==> config.mk <==
export PLATFORM = sky130hd
export DESIGN_NAME = dmem_wbuf
export DESIGN_NICKNAME = d
export VERILOG_FILES = /design/src/rtl/dmem_wbuf.sv
export SDC_FILE = /design/constraint.sdc
export NUM_CORES = 2
export LEC_CHECK = 0
export BUFFER_PORTS_ARGS = -buffer_cell sky130_fd_sc_hd__buf_2
export CORE_UTILIZATION = 45
export CTS_CLUSTER_SIZE = 16
export DETAILED_ROUTE_END_ITERATION = 16
export GPL_TIMING_DRIVEN = 0
export PLACE_DENSITY_LB_ADDON = 0.25
export SLEW_MARGIN = 0
export SYNTH_ARGS = -nofsm -noshare
export SYNTH_HDL_FRONTEND = slang
export SYNTH_MEMORY_MAX_BITS = 65536
export SYNTH_SLANG_ARGS = --single-unit
==> constraint.sdc <==
create_clock -name clk -period 10.35 [get_ports clk]
set_input_delay 0.5175 -clock clk [delete_from_list [all_inputs] [get_ports clk]]
set_output_delay 0.5175 -clock clk [all_outputs]
set_load 0.1 [all_outputs]
==> src/rtl/dmem_wbuf.sv <==
// Data-memory responder with a posted write buffer: stores queue up and drain into
// the asynchronous-read array one per cycle, and loads forward from the youngest queued store.
module dmem_wbuf #(
    parameter int n      = 16,
    parameter int ADDR_W = 8,
    parameter int DEPTH  = 4
) (
    input  logic                   clk,
    input  logic                   reset,
    input  logic                   memwrite,
    input  logic [n-1:0]           addr,
    input  logic [n-1:0]           writedata,
    output logic [n-1:0]           readdata,
    input  logic                   drain_hold,
    output logic                   stall,
    output logic [$clog2(DEPTH):0] wb_count,
    output logic                   wb_empty
);
    localparam int PW = $clog2(DEPTH);
    localparam int CW = PW + 1;
    localparam logic [CW-1:0] FULL_CNT = CW'(DEPTH);
    localparam logic [CW-1:0] ZERO_CNT = {CW{1'b0}};
    localparam logic [CW-1:0] ONE_CNT  = CW'(1'b1);
    localparam logic [PW-1:0] ONE_PTR  = PW'(1'b1);

    logic [n-1:0]      mem_r [2**ADDR_W];
    logic [ADDR_W-1:0] ent_addr_r [DEPTH];
    logic [n-1:0]      ent_data_r [DEPTH];
    logic [DEPTH-1:0]  valid_r;
    logic [DEPTH-1:0]  valid_s;
    logic [PW-1:0]     head_r;
    logic [PW-1:0]     tail_r;
    logic [CW-1:0]     count_r;
    logic [CW-1:0]     count_s;
    logic              empty_r;
    logic [ADDR_W-1:0] word_s;
    logic              full_s;
    logic              enq_s;
    logic              drain_s;
    logic [n-1:0]      rd_s;
    logic              unused_addr_s;

    assign word_s        = addr[ADDR_W-1:0];
    assign unused_addr_s = ^addr[n-1:ADDR_W];
    assign full_s        = (count_r == FULL_CNT);
    assign enq_s         = memwrite && !full_s;
    assign drain_s       = (count_r != ZERO_CNT) && !drain_hold;
    // Full is judged on the pre-edge count, so a slot freed by this edge's drain is not reused yet.
    assign stall         = reset && memwrite && full_s;
    assign readdata      = rd_s;
    assign wb_count      = count_r;
    assign wb_empty      = empty_r;

    // Occupancy and entry-valid bookkeeping for this cycle's enqueue/drain pair.
    always_comb begin
        count_s = count_r;
        valid_s = valid_r;
        case ({enq_s, drain_s})
            2'b10:   count_s = count_r + ONE_CNT;
            2'b01:   count_s = count_r - ONE_CNT;
            default: count_s = count_r;
        endcase
        if (drain_s) begin
            valid_s[head_r] = 1'b0;
        end else begin
            valid_s[head_r] = valid_r[head_r];
        end
        if (enq_s) begin
            valid_s[tail_r] = 1'b1;
        end else begin
            valid_s[tail_r] = valid_s[tail_r];
        end
    end

    // Buffer control registers; reset discards anything still queued.
    always_ff @(posedge clk) begin
        if (!reset) begin
            head_r  <= {PW{1'b0}};
            tail_r  <= {PW{1'b0}};
            valid_r <= {DEPTH{1'b0}};
            count_r <= ZERO_CNT;
            empty_r <= 1'b1;
        end else begin
            if (enq_s) begin
                tail_r <= tail_r + ONE_PTR;
            end
            if (drain_s) begin
                head_r <= head_r + ONE_PTR;
            end
            valid_r <= valid_s;
            count_r <= count_s;
            empty_r <= (count_s == ZERO_CNT);
        end
    end

    // Capture an accepted store into the tail slot.
    always_ff @(posedge clk) begin
        if (reset && enq_s) begin
            ent_addr_r[tail_r] <= word_s;
            ent_data_r[tail_r] <= writedata;
        end
    end

    // Retire the head entry into the array.
    always_ff @(posedge clk) begin
        if (reset && drain_s) begin
            mem_r[ent_addr_r[head_r]] <= ent_data_r[head_r];
        end
    end

    // Oldest-to-youngest scan so the last match (youngest store) wins over the array.
    always_comb begin
        rd_s = mem_r[word_s];
        for (int unsigned i = 32'd0; i < 32'(DEPTH); i++) begin
            if (valid_r[head_r + PW'(i)] && (ent_addr_r[head_r + PW'(i)] == word_s)) begin
                rd_s = ent_data_r[head_r + PW'(i)];
            end else begin
                rd_s = rd_s;
            end
        end
    end
endmodule

==> results_dict.tcl <==
set metrics [dict create \
    clock-root-buffer "clkbuf_16" \
    layout.nets 9000 \
    antenna_found_initial 66 \
    routed_via_density 6.59 \
    min_path_cells 5 \
    regToRegSetupSlack_ns 5.02 \
    crit_type "in2out" \
    p_leak_nw 61.0 \
    chipHeight_um 608 \
    num_rows 222 \
    die_area_um2 369000 \
    drc 0 \
    start_util_pct 45.2 \
    globalplace.congestion 1.00 \
    io_buffers 48 \
    hold_violations 0 \
    hpwl_mm 408 \
    startpoint_type "input port" \
    finalCriticalPeriod_ns 9.11 \
    slew_viol_final 88 \
    max_freq_mhz 110 \
    grt_pass1_vias 89211 \
    place_area_um2 179000 \
    endpoint_kind "output port" \
    powerDensity_nw_per_um2 219 \
    synth_warnings 0 \
    synth.distinct_cells 66 \
    whs_endpoint "tail_r[1]" \
    io_pins 57 \
    drv_cap 15 \
    ant_nets 0 \
    ys_seq_elements 4206 \
    drive_gt1_share_pct 25.5 \
    ir_worst_vdd_uv 169 \
    grt_max_degree 100 \
    routed_wl_mm 581 \
    ys_seq_area_share_pct 76.4 \
    insertion_delay_ns 1.05 \
    setup_tns_ns 0 \
    grt_setup_unrepaired "false" \
    grt_first_pass_wirelength_mm 772 \
    post-route-period-util_pct 88.0 \
    cp.required_ns 9.83 \
    skew_ns 0.0739 \
    setup_viol 0 \
    r2r_cells 11 \
    hold_path.class "in2reg" \
    ys.flop_type "edfxtp_1" \
    post_cts_resized 0 \
    vias 93413 \
    grt_overflow_total 0 \
    critPathArrivalTime_ns 8.59 \
    post_cts.repair.setup_buffers 0 \
    routedWlPerCell_um 41.0 \
    synth_edf_count 4192 \
    final_util_pct 52.7 \
    htree_num_levels 5 \
    fill_cells 28207 \
    synth_nets 8169 \
    cp_max_fo 10 \
    grt_use_total_pct 31.0 \
    async_flop_share_pct 0 \
    worst_pin_slew_ns 1.69 \
    clkSlewWorstSetupHoldPaths_ns 0.06 \
    hp-start "memwrite" \
    ctsHoldBuffers 26 \
    die_x_um 608 \
    ctsLongestPathBuffers 4 \
    power.total_mw 42.2 \
    outcome "finished with violations" \
    area_delta_synth_final_pct 16.6 \
    maxSlewHeadroom_pct -12.8 \
    tritoncts "yes" \
    syn_inst 8123 \
    drt_pre_antenna_iters 8 \
    dr.first_iter.drc_count 15163 \
    cts.sinks 4206 \
    cts_buffers 422 \
    rr_endpoint "mem_r[84][1]" \
    finish.instance_area_um2 192000 \
    syn_area_per_cell_um2 20.3 \
    core_um2 365000 \
    synth_area_um2 165000 \
    violations "capacitance limit, slew limit" \
]
==> area by class of cell <==
cell class / instances / area [um^2] / area share, %
inverters: 15 / 56.3 / 0.0293
well taps: 4816 / 6030 / 3.13
plain buffers: 526 / 2740 / 1.42
clock buffers: 502 / 10900 / 5.69
diodes: 41 / 103 / 0.0533
multi-input cells: 3376 / 37100 / 19.3
flip-flops and latches: 4206 / 126000 / 65.5
clock inverters: 280 / 2630 / 1.36
repair buffers: 407 / 6710 / 3.49
==> cells in the mapped netlist (104+ instances only) <==
master | count | area (um^2)
buf_4 | 117 | 878
nor2_1 | 337 | 1260
edfxtp_1 | 4192 | 126000
mux2i_1 | 734 | 7350
o221ai_1 | 244 | 2140
nand2_1 | 171 | 642
mux4_2 | 763 | 17200
a21oi_1 | 135 | 676
o22ai_1 | 239 | 1500
buf_2 | 135 | 676
a211oi_1 | 119 | 893
o21ai_0 | 104 | 521
clkbuf_1 | 236 | 886
==> cell usage in the layout (no fill, tap or decap), types with 26 or more instances in the layout <==
cell,n
edfxtp_1,4192
mux4_2,747
mux2i_1,734
clkbuf_16,426
clkbuf_1,272
nor2_2,253
o221ai_1,244
o22ai_1,239
buf_8,189
buf_2,187
nand2_1,171
buf_4,135
a21oi_1,135
clkinv_1,120
buf_16,109
o21ai_0,99
a211oi_1,99
nor2_1,80
clkinv_2,74
nor3_1,62
o21a_1,53
clkbuf_2,42
diode_2,41
a2111oi_0,41
bufinv_16,40
xnor2_1,35
a32oi_1,34
nor2b_1,27
dlygate4sd3_1,26
==> stage by stage <==
| step | instances | setup slack, ns | hold WS [ns] |
|---|---|---|---|
| 2_1_floorplan | 8123 | 5.39 | 0.481 |
| 3_3_place_gp | 12987 | 1.53 | 0.529 |
| 3_5_place_dp | 13319 | 2.27 | 0.514 |
| 4_1_cts | 14127 | 1.73 | 0.0988 |
| 5_1_grt | 14130 | 1.62 | 0.173 |
| 6_report | 14169 | 1.24 | 0.112 |
==> critical path, stage by stage <==
cell and delay (ns):
dlygate4sd3_1 0.56, buf_2 0.16, buf_4 0.25, or2_1 0.28
buf_2 0.19, clkbuf_1 0.67, clkbuf_2 0.73, o221ai_1 0.57
o22ai_1 0.44, a311oi_1 1.28, nand4_1 1.16, or3_1 0.72
o22ai_1 0.24, nand3b_1 0.24, buf_2 0.48
==> layer usage <==
metal	up-vias	share of wire [%]	track usage, %
met5	-	0.038	0
met3	1353	13	9.99
met4	32	6.4	16.7
met2	6951	43	44.8
li1	35878	-	-
met1	49199	37	41.7
==> worst max-delay path by stage <==
stage                     startpoint      endpoint  slack [ns]  cells after the start
final                        addr[1]   readdata[8]        1.24                     15
after global routing         addr[2]  readdata[13]        1.62                     16
after CTS                    addr[1]   readdata[8]        1.73                     15
after detailed placement     addr[1]   readdata[8]        2.27                     14
after global placement       addr[1]   readdata[5]        1.53                     15
after floorplan            flip-flop   readdata[0]        5.39                      7
==> kinds of logic (layout without fill, tap and decap cells) <==
family | after synthesis | in the layout | share of synthesized area, %
simple gates | 763 | 763 | 2.10
xor+xnor | 48 | 48 | 0.255
flops | 4206 | 4206 | 76.4
other cells | 0 | 41 | 0
compound gates | 1037 | 1037 | 4.45
mux | 1518 | 1518 | 15.0
fa+ha+maj | 10 | 10 | 0.0804
buf+inv | 541 | 1730 | 1.66
==> registers in the layout, indices dropped and copies added (netlist names), named ones only <==
register / cells
ent_addr_r: 32
ent_data_r: 64
mem_r: 4096
wb_count: 3
wb_empty: 1
head_r: 2
tail_r: 2
valid_r: 4
==> where the power goes <==
group / total (mW) / internal [mW] / leakage [nW] / switching [mW]
clock network: 15.2 / 8.55 / 6.60 / 6.66
logic: 6.14 / 1.39 / 16.6 / 4.75
registers: 20.8 / 20.8 / 37.8 / 0.0428
(Power assumes the default switching activity.)
